<file path="config.mk">
export PLATFORM = sky130hd
export DESIGN_NAME = pipelined_adder_sub
export DESIGN_NICKNAME = d
export VERILOG_FILES = /design/src/rtl/pipelined_adder_sub.sv
export SDC_FILE = /design/constraint.sdc
export NUM_CORES = 1
export LEC_CHECK = 0
export CAP_MARGIN = 20
export CORE_MARGIN = 5
export CORE_UTILIZATION = 50
export CTS_CLUSTER_SIZE = 16
export DETAILED_ROUTE_END_ITERATION = 16
export PLACE_DENSITY_LB_ADDON = 0.3
export SYNTH_ARGS = -nofsm -noshare
export SYNTH_HDL_FRONTEND = slang
export SYNTH_SLANG_ARGS = --single-unit
</file>
<file path="constraint.sdc">
create_clock -name clk -period 2.02 [get_ports clk]
set_input_delay 0.202 -clock clk [delete_from_list [all_inputs] [get_ports clk]]
set_output_delay 0.202 -clock clk [all_outputs]
set_load 0.05 [all_outputs]
</file>
<file path="src/rtl/pipelined_adder_sub.sv">
// pipelined_adder_sub: CHUNK-bit ripple slices, one slice per stage,
// valid/ready handshake with a single global stall enable.
module pipelined_adder_sub #(
  parameter int WIDTH = 32,
  parameter int CHUNK = 8
) (
  input  logic             clk,
  input  logic             rst_n,
  input  logic             in_valid,
  output logic             in_ready,
  input  logic [WIDTH-1:0] a,
  input  logic [WIDTH-1:0] b,
  input  logic             c_in,
  input  logic             sub,
  output logic             out_valid,
  input  logic             out_ready,
  output logic [WIDTH-1:0] sum,
  output logic             c_out,
  output logic             ovf
);

  localparam int STAGES = WIDTH / CHUNK;

  logic                         en;
  logic [STAGES-1:0]            v;
  logic [STAGES:0]              v_shift;
  logic [STAGES-1:0]            rc;
  logic [STAGES-1:0]            nc;
  logic [STAGES-1:0][WIDTH-1:0] ra;
  logic [STAGES-1:0][WIDTH-1:0] rb;
  logic [STAGES-1:0][WIDTH-1:0] rs;
  logic [STAGES-1:0][WIDTH-1:0] na;
  logic [STAGES-1:0][WIDTH-1:0] nb;
  logic [STAGES-1:0][WIDTH-1:0] ns;
  logic                         ro;
  logic                         nov;
  logic                         unused_tail;

  assign en       = !out_valid || out_ready;
  assign in_ready = en;
  assign v_shift  = {v, in_valid};

  // b is inverted once at entry so every slice is a plain add
  for (genvar k = 0; k < STAGES; k++) begin : g_stage
    logic [WIDTH-1:0] sa;
    logic [WIDTH-1:0] sb;
    logic [WIDTH-1:0] ss;
    logic             sc;
    logic [CHUNK:0]   part;

    if (k == 0) begin : g_head
      assign sa = a;
      assign sb = sub ? ~b : b;
      assign sc = sub | c_in;
      assign ss = '0;
    end else begin : g_body
      assign sa = ra[k-1];
      assign sb = rb[k-1];
      assign sc = rc[k-1];
      assign ss = rs[k-1];
    end

    assign part = {1'b0, sa[k*CHUNK +: CHUNK]}
                + {1'b0, sb[k*CHUNK +: CHUNK]}
                + {{CHUNK{1'b0}}, sc};

    assign na[k] = sa;
    assign nb[k] = sb;
    assign nc[k] = part[CHUNK];
    assign ns[k] = ss
                 | (WIDTH'(part[CHUNK-1:0]) << (k*CHUNK));
  end

  // carry into MSB recovered as a ^ b ^ sum at the top bit
  assign nov = na[STAGES-1][WIDTH-1]
             ^ nb[STAGES-1][WIDTH-1]
             ^ ns[STAGES-1][WIDTH-1]
             ^ nc[STAGES-1];

  always_ff @(posedge clk or negedge rst_n) begin
    if (!rst_n) begin
      v  <= '0;
      ra <= '0;
      rb <= '0;
      rs <= '0;
      rc <= '0;
      ro <= 1'b0;
    end else if (en) begin
      v  <= v_shift[STAGES-1:0];
      ra <= na;
      rb <= nb;
      rs <= ns;
      rc <= nc;
      ro <= nov;
    end
  end

  assign unused_tail = ^{ra[STAGES-1], rb[STAGES-1],
                         v_shift[STAGES]};

  assign out_valid = v[STAGES-1];
  assign sum       = rs[STAGES-1];
  assign c_out     = rc[STAGES-1];
  assign ovf       = ro;

endmodule

</file>
==> summary.md, run 1 <==
| Metric | Value |
|---|---|
| Gr usage total | 17.9% |
| Clock sink count | ~190 |
| Vias in the first global route | ~6000 |
| CP Max Fanout | 2 |
| CP endpoint kind | register |
| Synthesis warning total | 0 |
| Post-synthesis mux area share | less than 1% |
| Critical path class | reg -> reg |
| Pins Over Slew Limit | 0 |
| Dpl cells | between 1000 and 1500 |
| Detail Placement HPWL | between 10 and 15 mm |
| Fill cell count | 1378 |
| Largest family of logic cells by synthesized area | simple AND/OR/NAND/NOR gates |
| Post-route setup slack | -123 ps |
| Final hold slack | 259 ps |
| I/O pins | approximately 110 |
| Root Buffer | clkbuf_16 |
| Nets@finish | between 1000 and 1500 |
| Post-synthesis adder-cell area fraction | 6.15% |
| Port buffer count | 105 |
| DRT iter0 DRCs | approximately 300 |
| TritonCTS clock tree | done |
| Area share of the largest cell type after synthesis | 55.8% |
| Core area | ~16000 sq um |
| Largest net degree at the start of global routing | 79 |
| DR pass1 iterations | 4 |
| Primary FF master, synth | dfrtp_1 |
| Global-route wire length before repair | ~29 mm |
| Final worst path period need | 2140 ps |
| Post-synthesis simple-gate area fraction | 21.9% |
| Initial Utilization | approximately half |
| Slew Limit Headroom | between 60% and 70% |
| Clock skew | ~5 ps |
| HP Class | in -> async |
| Total CTS buffers | 17 |
| Status | complete, but fails checks |
| Rows | 47 |
| Final Cell Area | ~10000 sq um |
| Synth Area in XOR/XNOR | around 5.7% |
| Placed cell areas | between 9000 and 10000 sq um |
| Failing checks | setup timing |
| Vias | 6025 |
| Worst-path clk slew | around 70 ps |
| Area Overhead vs Synth | 26.2% |
| Synth async-reset ratio | 100% |
| Crit start category | register |
| Synthesized area | between 8000 and 9000 sq um |
| PD cells | about 1600 nW/um^2 |
| Worst vdd ir | approximately 1 mV |
| Most frequent cell after synthesis | nand2_1 |
| Setup violators final | 8 |
| Fmax | about 0.47 GHz |
| Mean Syn Cell Area | ~9.1 sq um |
| Routed WL | between 15 and 20 mm |
| Fraction of layout instances using a drive strength above 1 | roughly 9.9% |
| Max-cap violations | 0 |
| H-tree levels | 4 |
| Req. time, crit path | 2330 ps |
| Chip height | roughly 140 um |
| Final Hold Viols | 0 |
| Initial antenna violation count | 0 |
| Chip width | between 100 and 150 um |
| Antenna-violating nets left | 0 |
| Syn_nets | 1015 |
| Most instantiated cells after synthesis | 429 x nand2_1, 185 x dfrtp_1, 38 x xnor2_1, 30 x buf_2, 30 x o21ai_0 |
| GPL Wtd Cong | 0.804 |
| Post-route DRC | 0 |
| Synth cell types | 33 |
| Synth Register Bits | approximately 190 |
| Area leader, netlist | dfrtp_1 |
| Final cell count without fillers | about 1300 |
| Via density | roughly 4.8 |
| Number of flops mapped to enable cells by yosys | 0 |
| Max Root-Sink Buffers | 2 |
| Overflow after GRT | 0 |
| Pre-CTS setup slack | -401 ps |
| Unrepaired setup endpoints after global routing | true |
| Leakage | 5.12 nW |
| Largest cells by area after synthesis | dfrtp_1 56%, nand2_1 19%, ha_1 4.2% |
| Period utilization | 106% |
| R2R setup slack | -120 ps |
| Average wire per standard cell | roughly 13 um |
| Clk_lat worst skew | about 430 ps |
| Sequential area share after synthesis | 55.8% |
| Synth Area in Compound Gates | 7.22% |
| Post-Syn Instances | 909 |
| Die ar. | around 19000 sq um |
| Critical path data arrival time | approximately 2500 ps |
| Least-Margin Pin Slew | 530 ps |
[worst max-delay path, cell delays in order (launching register included)]
cell      delay (ps)
dfrtp_1          400
fa_2             410
fa_2             380
a21oi_4          160
o22ai_2          130
nor3_2           150
o21bai_2         110
xnor2_1          170
a21oi_1           90
[path summary, 6_finish.rpt]
path	from	end	cells after the start
worst max-delay path	g_stage[3].sb[24]	ovf	8
worst min-delay path	rst_n	v[2]	2
worst max register to register	g_stage[3].sb[24]	ovf	8
worst min register to register	sum[0]	sum[0]	2
max in group asynchronous	rst_n	g_stage[1].sa[17]	3
min in group clk	in_valid	v[0]	3
[repair_timing]
action	4_1_cts	5_1_grt
setup buffers	5	4
gates resized for setup	3	15
endpoints found under the setup margin	7	13
pin swaps	11	18
hold endpoints to repair	47	0
hold buffers	1	0
[state kept, by name, indices dropped and copies added (netlist names)]
name        cells
g_stage.sa     48
g_stage.sb     48
g_stage.ss     48
ovf             1
rc              4
sum            32
v               4
[routing by layer]
metal | vias up | global-route usage, % | part of all wire, %
li1 | 3096 | - | -
met1 | 2796 | 24.4 | 46
met2 | 103 | 28.7 | 48
met3 | 30 | 3.38 | 3.7
met4 | 0 | 6.90 | 2.4
met5 | - | 0 | 0
[placed cells by master, fill, tap and decap left out, drive strengths merged, types with 18 or more instances in the layout]
| master | n |
|---|---|
| a21oi | 25 |
| buf | 33 |
| clkbuf | 18 |
| clkdlybuf4s50 | 100 |
| dfrtp | 185 |
| ha | 28 |
| inv | 19 |
| nand2 | 429 |
| nor2 | 28 |
| o21ai | 48 |
| xnor2 | 38 |
[power by group]
group	internal, mW	switching (mW)	leakage (nW)
registers	5.37	0.926	2.23
logic	3.19	4.48	2.62
clock network	1.63	1.54	0.270
total	10.2	6.95	5.12
[cells by family after synthesis]
| logic type | Yosys count |
|---|---|
| flip-flops | 185 |
| multiplexers | 1 |
| XOR/XNOR | 54 |
| buffers and inverters | 58 |
| adder cells (fa/ha/maj) | 36 |
| AO/OA/AOI/OAI | 101 |
| AND/OR/NAND/NOR | 474 |
[final cells by class]
cell class,count,area [sq um],share of cell area (%)
antenna,1,2.50,0.0239
clock buffer,17,425,4.06
clock inverter,15,144,1.37
inverter,14,55.1,0.526
multi-input combinational,666,3520,33.6
sequential,185,4630,44.2
tap,220,275,2.63
timing repair buffer,137,1420,13.5
[through the flow]
step                      utilization (%)  total power, mW  setup TNS (ps)
after floorplan                         -             11.5            -291
after global placement               59.4             13.4           -1670
after detailed placement             59.4             13.7           -2400
after CTS                            63.2             17.1            -630
after global routing                 63.8             18.5           -1420
final                                63.8             17.1            -616
Note: power is estimated with default switching activity, not from simulation.
==> run 2: changes to the inputs <==
Settings changed: CTS_CLUSTER_DIAMETER set to 60.
==> results of run 2 <==
Same layout as run 1: the final DEF is identical, and so are final timing and power.
==> run 3: changes to the inputs <==
Settings changed: CORE_ASPECT_RATIO set to 0.6.
==> summary.md, run 3 (same netlist as run 1, synthesis figures left out) <==
| Metric | Value |
|---|---|
| Status | complete, but fails checks |
| Failing checks | setup timing |
| Hold wc startpoint | in_valid |
| Pre-CTS setup slack | -430 ps (-29.0 ps) |
| Initial antenna violation count | 0 (unchanged) |
| Overflow after GRT | 0 (unchanged) |
| Max-cap violations | 0 (unchanged) |
| Port buffer count | 105 (unchanged) |
| Sequential power share | 37.3% (+0.6 points) |
| Leakage | 5.07 nW (-0.88%) |
| R2R setup slack | -120 ps (about the same) |
| Max Root-Sink Buffers | 2 (unchanged) |
| Via density | 4.82 (+0.45%) |
| Root Buffer | clkbuf_16 |
| Fmax | 0.467 GHz (about the same) |
| Worst hold path depth | 3 |
| Die ar. | 19400 sq um (+0.43%) |
| Critical path's slowest cell | dfrtp_1 |
| Req. time, crit path | 2300 ps (-30 ps) |
| Slew Limit Headroom | 65.5% (+0.93 points) |
| Gr usage total | 18.2% (+0.32 points) |
| Crit start category | register |
| Global-route wire length before repair | 28.4 mm (-0.55%) |
| Worst R2R Path Depth | 8 (unchanged) |
| TritonCTS clock tree | done |
| HP Class | in -> reg |
| Period utilization | 106% (about the same) |
| Worst-path cell chain | fa_2 > fa_2 > a21o_1 > a21oi_2 > o21ai_1 > and3b_1 > o21ai_1 > a31oi_1 |
| Routed WL | 16.7 mm (+1.0%) |
| PD cells | 1630 nW/um^2 (-0.30%) |
| Detail Placement HPWL | 11.5 mm (+3.1%) |
| Worst vdd ir | 0.906 mV (-11%) |
| Critical path's top delay family | adder cells |
| Multi-input gate area | 3500 sq um (-0.57%) |
| Total CTS buffers | 17 (unchanged) |
| Average wire per standard cell | 13.3 um (+1.0%) |
| Register area | 4630 sq um (unchanged) |
| I/O pins | 106 (unchanged) |
| Worst r2r dst | rc[1] |
| Fraction of layout instances using a drive strength above 1 | 8.76% (-1.1 points) |
| Post-route setup slack | -121 ps (+1.88 ps) |
| Logic pwr share | 43.5% (-1.3 points) |
| Psw | 6.82 mW (-1.8%) |
| CP endpoint kind | register |
| WHS Endpoint | v[0] |
| CP Max Fanout | 3 (+1) |
| Least-Margin Pin Slew | 516 ps (-13.9 ps) |
| Clock power share | 19.2% (+0.7 points) |
| Setup TNS | -465 ps (+150 ps) |
| Crit-path max cell delay | 410 ps (about the same) |
| Commonest non-fill, non-tap cells in the layout | 429 x nand2_1, 185 x dfrtp_1, 98 x clkdlybuf4s50_1, 36 x xnor2_1, 29 x o21ai_0 |
| Final Hold Viols | 0 (unchanged) |
| Metal2 WL | 7.25 mm (-7.6%) |
| Clock skew | 11.6 ps (+6.60 ps) |
| Clock sink count | 185 (unchanged) |
| Initial Utilization | 51.0% (+0.46 points) |
| Sw Ratio | 40.2% (-0.29 points) |
| Critical path class | reg -> reg |
| Most common cell after layout, fill and taps aside | nand2_1 |
| GPL Wtd Cong | 0.789 (-1.8%) |
| Unrepaired setup endpoints after global routing | true |
| H-tree levels | 4 (unchanged) |
| Rows | 36 (-23%) |
| Pins Over Slew Limit | 0 (unchanged) |
| Area Overhead vs Synth | 25.1% |
| Critical path data arrival time | 2420 ps (-30 ps) |
| Vias in the first global route | 5856 (-3.2%) |
| DRT iter0 DRCs | 446 (+49%) |
| Wl on met1 | 8.34 mm (+8.8%) |
| FF-to-FF Start | g_stage[1].sb[8] |
| Antenna-violating nets left | 0 (unchanged) |
| Chip height | 110 um (-21%) |
| Nets@finish | 1120 (-0.62%) |
| DR pass1 iterations | 4 (unchanged) |
| Core area | 16300 sq um (-0.89%) |
| Clk_lat worst skew | 420 ps (about the same) |
| Metal3 WL | 904 um (+47%) |
| Setup violators final | 6 (-2) |
| Top sig layer | met4 |
| Fill cell count | 1407 (+2.1%) |
| Worst-path clk slew | 70 ps (about the same) |
| P_int | 10.1 mW (-0.62%) |
| Largest net degree at the start of global routing | 129 (+63%) |
| Vias | 6052 (+0.45%) |
| Chip width | 176 um (+27%) |
| Post-route DRC | 0 (unchanged) |
| Diode count | 0 (-1) |
| Buf/Inv on CP | 0 (unchanged) |
| Final worst path period need | 2140 ps (-1.88 ps) |
==> run 3: layout make-up <==
cell class,count,share of cell area (%)
tap,228,2.75
clock buffer,19,4.26
multi-input combinational,666,33.7
inverter,14,0.530
sequential,185,44.6
timing repair buffer,130,12.9
clock inverter,13,1.30
==> run 3: power by group through the flow <==
stage	logic (mW)	registers [mW]	clock network [mW]
global placement	7.10	6.32	0
CTS	7.40	6.33	3.32
finish	7.37	6.32	3.25
floorplan	4.10	7.35	0
detailed placement	7.29	6.38	0
global route	8.29	6.52	3.49
==> run 3: through the flow <==
step | total power, mW | utilization, % | cell area [sq um] | instances | hold slack, ps
finish | 16.9 | 63.9 | 10400 | 1255 | 305
detailed placement | 13.7 | 59.8 | 9720 | 1219 | 215
CTS | 17.0 | 63.6 | 10300 | 1254 | 296
global route | 18.3 | 63.9 | 10400 | 1255 | 301
floorplan | 11.5 | - | 8350 | 909 | -93.6
global placement | 13.4 | 59.8 | 9720 | 1219 | 211
==> run 3: how the worst max path moves through the flow <==
| stage | from | endpoint | slack (ps) | cells past startpoint |
|---|---|---|---|---|
| floorplan | sub | g_stage[1].ss[6] | -120 | 12 |
| global placement | c_in | g_stage[1].ss[6] | -360 | 11 |
| detailed placement | c_in | g_stage[1].ss[6] | -430 | 11 |
| CTS | rc[0] | rc[1] | -130 | 8 |
| global route | g_stage[1].sb[8] | rc[1] | -220 | 8 |
| finish | g_stage[1].sb[8] | rc[1] | -120 | 8 |
==> run 3: worst register-to-register path: stages, from the launching register on <==
cell and delay (ps):
dfrtp_1 410, fa_2 410, fa_2 360, a21o_1 180, a21oi_2 180, o21ai_1 70
and3b_1 190, o21ai_1 120, a31oi_1 90
==> run 3: layer usage <==
metal  GRT usage, %  up-vias
met2           27.4      110
met5              0        -
met1           27.1     2849
met3           4.67       14
li1               -     3079
met4           3.75        0
==> run 3: timing repair <==
item                       in CTS  in global routing
hold endpoints to repair       52                  0
setup endpoints to repair       6                 13
pin swaps                       6                 15
gates resized for setup         3                  7
buffers inserted                2                  1
hold buffers                    1                  0
gates cloned                    0                  0
